File: src/rtl/serial_adder.sv
// Bit-serial adder: one full-adder slice plus a carry flop, LSB first, WIDTH clocks per add.
// Optional signed-overflow output enabled by defining SERIAL_ADDER_OVF_EN.
module serial_adder #(
  parameter int WIDTH = 8
) (
  input  logic             clk,
  input  logic             rst_n,
  input  logic             start,
  input  logic [WIDTH-1:0] a,
  input  logic [WIDTH-1:0] b,
  input  logic             c_in,
  output logic             busy,
  output logic             done,
  output logic [WIDTH-1:0] sum,
  output logic             c_out
`ifdef SERIAL_ADDER_OVF_EN
  ,
  output logic             ovf
`endif
);

  localparam int CW = $clog2(WIDTH);
  localparam logic [CW-1:0] LAST = CW'(WIDTH - 1);

  typedef enum logic [1:0] {IDLE, RUN, DONE} state_t;

  state_t           state;
  logic [WIDTH-1:0] a_sr;
  logic [WIDTH-1:0] b_sr;
  logic [WIDTH-1:0] sum_sr;
  logic             carry;
  logic [CW-1:0]    cnt;

  logic fa_s;
  logic fa_c;

  assign fa_s = a_sr[0] ^ b_sr[0] ^ carry;
  assign fa_c = (a_sr[0] & b_sr[0]) | (a_sr[0] & carry) | (b_sr[0] & carry);

  // sum/c_out are separate from the shift register so a finished result stays
  // stable until the following operation completes or reset hits.
  always_ff @(posedge clk or negedge rst_n) begin
    if (!rst_n) begin
      state  <= IDLE;
      a_sr   <= '0;
      b_sr   <= '0;
      sum_sr <= '0;
      carry  <= 1'b0;
      cnt    <= '0;
      busy   <= 1'b0;
      done   <= 1'b0;
      sum    <= '0;
      c_out  <= 1'b0;
`ifdef SERIAL_ADDER_OVF_EN
      ovf    <= 1'b0;
`endif
    end else begin
      case (state)
        IDLE, DONE: begin
          done <= 1'b0;
          if (start) begin
            a_sr   <= a;
            b_sr   <= b;
            sum_sr <= '0;
            carry  <= c_in;
            cnt    <= '0;
            busy   <= 1'b1;
            state  <= RUN;
          end else begin
            state  <= IDLE;
          end
        end
        RUN: begin
          a_sr   <= a_sr >> 1;
          b_sr   <= b_sr >> 1;
          sum_sr <= {fa_s, sum_sr[WIDTH-1:1]};
          carry  <= fa_c;
          cnt    <= cnt + 1'b1;
          if (cnt == LAST) begin
            state <= DONE;
            busy  <= 1'b0;
            done  <= 1'b1;
            sum   <= {fa_s, sum_sr[WIDTH-1:1]};
            c_out <= fa_c;
`ifdef SERIAL_ADDER_OVF_EN
            // carry flop still holds the carry into the MSB at this edge
            ovf   <= carry ^ fa_c;
`endif
          end
        end
        default: state <= IDLE;
      endcase
    end
  end

endmodule

File: config.mk
export PLATFORM = sky130hd
export DESIGN_NAME = serial_adder
export DESIGN_NICKNAME = d
export VERILOG_FILES = /design/src/rtl/serial_adder.sv
export SDC_FILE = /design/constraint.sdc
export NUM_CORES = 1
export LEC_CHECK = 0
export ABC_CLOCK_PERIOD_IN_PS = 1830
export CAP_MARGIN = 5
export CORE_ASPECT_RATIO = 0.8
export CORE_MARGIN = 2
export CORE_UTILIZATION = 52
export CTS_CLUSTER_DIAMETER = 40
export DETAILED_ROUTE_END_ITERATION = 16
export PLACE_DENSITY = 0.78
export RECOVER_POWER = 50
export SYNTH_ARGS = -nofsm -noshare
export SYNTH_HDL_FRONTEND = slang
export SYNTH_SLANG_ARGS = --single-unit
File: constraint.sdc
create_clock -name clk -period 1.83 [get_ports clk]
set_input_delay 0.366 -clock clk [delete_from_list [all_inputs] [get_ports clk]]
set_output_delay 0.366 -clock clk [all_outputs]
set_load 0.05 [all_outputs]
==> flow_metrics.py, run 1 <==
metrics = {
    "setup_path": {
        "critPathMaxStageDelay_ps": 550,
        "ff2ff_path_depth": 3,
        "r2r_start": "state[0]",
        "critPathKind": "reg2reg",
        "path_cells": "nor2b_1 -> nand2_4 -> mux2_1",
        "r2r_slack_ps": 160,
        "cp_top_family": "simple AND/OR/NAND/NOR gates",
        "start_kind": "flop",
        "crit_arrival_ps": 1850,
        "path_max_fanout": 10,
        "end_kind": "flop",
        "worst-path-buf-inv": 0,
        "cp.required_ps": 2010,
        "slowest_stage": "nor2b_1",
        "rr_endpoint": "sum[0]",
    },
    "layout": {
        "seq_area_sq_um": 1001,
        "fin_nets": 208,
        "area_growth_pct": 21.52,
        "num_antenna_cells": 0,
        "multi_input_area_sq_um": 819.5,
        "drive_above_1_share_pct": 13.98,
        "fillers": 257,
    },
    "synthesis": {
        "yosysUniqueCellTypes": 22,
        "ys_seq_elements": 40,
        "syn_avg_cell_area_sq_um": 12.19,
        "syn_inst": 155,
        "yosysWarnings": 0,
        "syn_nets": 178,
        "syn_area_sq_um": 1889,
        "seq_area_frac_synth_pct": 52.98,
    },
    "sta": {
        "layout_min_cycle_time_ps": 1672,
        "setup_tns_ps": 0,
        "hold_viol_final": 0,
        "rsz0062_at_grt": "no",
        "skew_ps": 8.407,
        "slew-limit-headroom_pct": 34.79,
        "drv_slew": 0,
        "worst_slew_pin_slew_ps": 978.1,
        "holdWs_ps": 302.1,
        "fmax_mhz": 598.2,
        "setup_viol": 0,
        "post-route-period-util_pct": 91.35,
    },
    "drt": {
        "wirelength_um": 3585,
        "vias_per_cell": 5.675,
        "drcViolationCount": 0,
        "drt_iter0_drc": 64,
        "wl_per_cell_um": 15.72,
        "dr_total_vias": 1294,
        "antenna_left": 0,
        "drtPass1Iterations": 4,
    },
    "floorplanning": {
        "die_y_um": 57.92,
        "die_area_sq_um": 4135,
        "rows": 19,
        "start_util_pct": 54.81,
        "die_w_um": 71.39,
        "io_pins": 31,
        "core_sq_um": 3447,
    },
    "place": {
        "dp_hpwl_um": 2405,
        "gp_congestion": 0.7371,
        "numPortBuffers": 30,
    },
    "clock_network": {
        "numCtsBuffers": 5,
        "clock_sinks": 40,
        "cts_buffer_depth": 2,
        "ctsResizeCount": 0,
        "cts_max_level": 2,
        "path_clk_slew_ps": 80,
        "clock_latency_ps": 290,
        "cts_tree": "done",
        "postCtsHoldBufs": 0,
        "cts_root_buffer": "clkbuf_8",
        "cts_setup_buffers": 0,
    },
    "global_route": {
        "antenna_found_initial": 0,
        "overflow": 0,
        "grt_pass1_vias": 1311,
        "grt_max_degree": 41,
        "grtUsageTotal_pct": 18.97,
        "grt_pass1_wl_um": 6051,
    },
    "pwr": {
        "total_leakage_power_uw": 0.0009803,
        "powerDensity_nw_per_um2": 1765,
        "peakVddDrop_mv": 1.089,
    },
    "job": {
        "cap_viol_max_count": 0,
    },
    "outcome": {
        "status": "finished clean",
    },
    "min_path": {
        "hold_path.class": "in2async",
    },
}
per-layer routing:
metal / part of all wire, % / vias to the layer above / global-route usage [%]
li1: - / 624 / -
met1: 47 / 633 / 25.32
met2: 48 / 32 / 30.56
met3: 4.5 / 5 / 4.696
met4: 1.1 / 0 / 6.739
met5: 0 / - / 0
how the worst max path moves through the flow:
stage / slack, ps / endpoint / startpoint / cells past startpoint
floorplan: 380 / sum_sr[7] / a_sr[0] / 3
global placement: 170 / cnt[0] / start / 4
global route: 80 / sum[3] / state[0] / 3
CTS: 160 / sum[0] / state[0] / 3
detailed placement: 140 / cnt[0] / start / 4
finish: 160 / sum[0] / state[0] / 3
cell type report:
type                    instances  area share (%)
flip-flops and latches         40           43.60
well taps                      42           2.289
repair buffers                 34           12.59
multi-input cells             102           35.69
clock buffers                   7           4.196
inverters                       2          0.3270
clock inverters                 1           1.308
synthesized netlist by cell type:
library cell	instances	area [sq um]
dfrtp_1	40	1001
nor2b_1	17	106.4
a21oi_1	16	80.08
mux2i_1	16	160.2
a211oi_1	15	112.6
a22o_1	10	87.58
mux2_1	10	112.6
mux2_2	5	56.30
buf_2	4	20.02
buf_4	4	30.03
nor2_1	3	11.26
clkbuf_1	2	7.510
ha_1	2	25.02
inv_1	2	7.510
o21ai_0	2	10.01
a21o_1	1	7.510
buf_1	1	3.750
fa_1	1	20.02
nand2_4	1	11.26
nand3_1	1	5.000
nor2_2	1	6.260
o21a_1	1	7.510
logic make-up (layout without fill, tap and decap cells):
kind of cell	Yosys count	in the layout	share of synthesized area, %
multiplexers	31	31	17.42
AND/OR/NAND/NOR	23	23	7.417
buffers and inverters	13	44	3.643
AO/OA/AOI/OAI	45	45	16.16
flip-flops	40	40	52.98
adder cells (fa/ha/maj)	3	3	2.384
sequential cells by signal (all words and copies together) (netlist names):
| register | flops |
|---|---|
| a_sr | 8 |
| b_sr | 8 |
| sum | 8 |
| sum_sr | 7 |
| cnt | 3 |
| state | 2 |
| busy | 1 |
| c_out | 1 |
| carry | 1 |
| done | 1 |
worst register-to-register path, cell delays in order (launching register included):
cell and delay (ps):
dfrtp_1 420, nor2b_1 550, nand2_4 220, mux2_1 370
placed cells by master (no fill, tap or decap), types with 3 or more instances in the layout:
cell type / netlist / layout
clkbuf_1: 2 / 5
mux2_1: 10 / 10
nor2b_1: 17 / 17
a22o_1: 10 / 10
clkbuf_8: 0 / 7
clkdlybuf4s50_1: 0 / 18
mux2i_1: 16 / 16
a21oi_1: 16 / 16
mux2_2: 5 / 5
a211oi_1: 15 / 15
nor2_1: 3 / 3
dfrtp_1: 40 / 40
buf_4: 4 / 8
power breakdown:
part	total (uW)	switching [uW]	internal (uW)
Clock	786	305	481
Sequential	1580	292	1290
Combinational	1690	967	722
Total	4050	1560	2490
metrics by stage:
step	utilization (%)	total power (uW)	instances	worst slack [ps]	cell area, sq um
final	66.61	4053	228	158.2	2296
after detailed placement	63.56	3347	220	142.0	2191
after global routing	66.61	4335	228	84.57	2296
after CTS	67.22	4145	228	160.5	2317
after global placement	63.56	3231	220	168.4	2191
after floorplan	-	2871	155	375.4	1889
No activity file was read; power rests on OpenSTA's default activity.
==> run 2: changes to the inputs <==
- CORE_MARGIN: 2 -> not set
==> flow_metrics.py, run 2 (synthesized netlist as in run 1, its figures left out) <==
metrics = {
    "job": {
        "cap_viol_max_count": 0,
    },
    "setup_path": {
        "slowest_stage": "nor2b_1",
        "critPathKind": "reg2reg",
        "cp_top_family": "simple AND/OR/NAND/NOR gates",
        "r2r_slack_ps": 190,
        "cp.required_ps": 2000,
        "worst-path-buf-inv": 0,
        "path_cells": "nor2b_1 -> nand2_4 -> mux2_1",
        "crit_arrival_ps": 1810,
        "start_kind": "flop",
        "end_kind": "flop",
        "critPathMaxStageDelay_ps": 540,
        "path_max_fanout": 10,
    },
    "pwr": {
        "peakVddDrop_mv": 1.010,
        "powerDensity_nw_per_um2": 1716,
        "total_leakage_power_uw": 0.0009564,
    },
    "outcome": {
        "status": "finished clean",
    },
    "sta": {
        "setup_tns_ps": 0,
        "setup_viol": 0,
        "layout_min_cycle_time_ps": 1638,
        "drv_slew": 0,
        "holdWs_ps": 294.2,
        "skew_ps": 2.928,
        "worst_slew_pin_slew_ps": 1184,
        "slew-limit-headroom_pct": 21.05,
        "hold_viol_final": 0,
        "rsz0062_at_grt": "no",
        "fmax_mhz": 610.7,
        "post-route-period-util_pct": 89.48,
    },
    "clock_network": {
        "cts_buffer_depth": 2,
        "clock_sinks": 40,
        "path_clk_slew_ps": 70,
        "cts_tree": "done",
        "cts_setup_buffers": 0,
        "cts_root_buffer": "clkbuf_8",
        "cts_max_level": 2,
        "postCtsHoldBufs": 0,
        "numCtsBuffers": 5,
        "clock_latency_ps": 290,
        "ctsResizeCount": 0,
    },
    "floorplanning": {
        "die_area_sq_um": 3880,
        "die_y_um": 55.92,
        "core_sq_um": 3447,
        "io_pins": 31,
        "die_w_um": 69.39,
        "start_util_pct": 54.81,
        "rows": 19,
    },
    "global_route": {
        "antenna_found_initial": 0,
        "grt_pass1_wl_um": 6092,
        "overflow": 0,
        "grt_max_degree": 42,
        "grtUsageTotal_pct": 20.53,
        "grt_pass1_vias": 1283,
    },
    "place": {
        "numPortBuffers": 30,
        "dp_hpwl_um": 2367,
        "gp_congestion": 0.7318,
    },
    "layout": {
        "num_antenna_cells": 0,
        "area_growth_pct": 19.67,
        "final_common_cell": "dfrtp_1",
        "drive_above_1_share_pct": 11.76,
        "fillers": 278,
        "largestRegisters": "a_sr (8), b_sr (8), sum (8)",
        "fin_nets": 209,
        "mostFrequentLayoutCells": "dfrtp_1 (40), clkdlybuf4s50_1 (18), nor2b_1 (17)",
    },
    "drt": {
        "vias_per_cell": 5.590,
        "drcViolationCount": 0,
        "wirelength_um": 3502,
        "drtPass1Iterations": 4,
        "drt_iter0_drc": 39,
        "dr_total_vias": 1280,
        "antenna_left": 0,
        "wl_per_cell_um": 15.29,
    },
    "min_path": {
        "hold_path.class": "in2async",
    },
}
run 2: cell count changes in the layout (fill, tap and decap cells not counted), sizes merged:
cell / delta
bufinv: -1
clkbuf: +3
buf: -1
run 2: worst paths after layout:
kind / startpoint / end / cells past startpoint
worst max-delay path: state[1] / c_out / 3
worst min-delay path: rst_n / a_sr[3] / 1
worst max register to register: state[1] / c_out / 3
worst min register to register: sum[7] / sum[7] / 1
max in group asynchronous: rst_n / sum[1] / 2
min in group clk: sum[7] / sum[7] / 1
run 2: cell type report:
type	instances	area (sq um)	area share [%]
Inverter	2	7.507	0.3320
Clock buffer	8	90.09	3.985
Sequential cell	40	1001	44.27
Timing Repair Buffer	35	290.3	12.84
Multi-Input combinational cell	102	819.5	36.25
Tap cell	42	52.55	2.324
run 2: power breakdown:
group          internal, uW  switching (uW)  total [uW]
Combinational           728             982        1710
Sequential             1290             284        1570
Clock                   307             291         598
run 2: stage by stage:
stage	std cells	util, %	power, uW	instance area, sq um	setup slack (ps)
final	229	65.59	3880	2261	192.5
after global routing	229	65.59	4163	2261	86.10
after CTS	229	66.39	3957	2288	188.0
after detailed placement	221	63.78	3341	2198	107.4
after global placement	221	63.78	3227	2198	161.0
after floorplan	155	-	2871	1889	375.4
run 2: worst reg2reg max path, stage by stage, from the launching register on:
cell     delay [ps]
dfrtp_1         390
nor2b_1         540
nand2_4         220
mux2_1          370
run 2: per-layer routing:
metal  GRT usage (%)  vias up  share of wire (%)
met2           32.18       22                 47
li1                -      635                  -
met4           6.122        0                1.3
met5               0        -                  0
met3           6.884        6                4.1
met1           27.27      617                 47
==> run 3: changes to the inputs <==
- TNS_END_PERCENT: not set -> 1
==> results of run 3 <==
The final DEF is identical to that of run 2; final timing and power are the same.
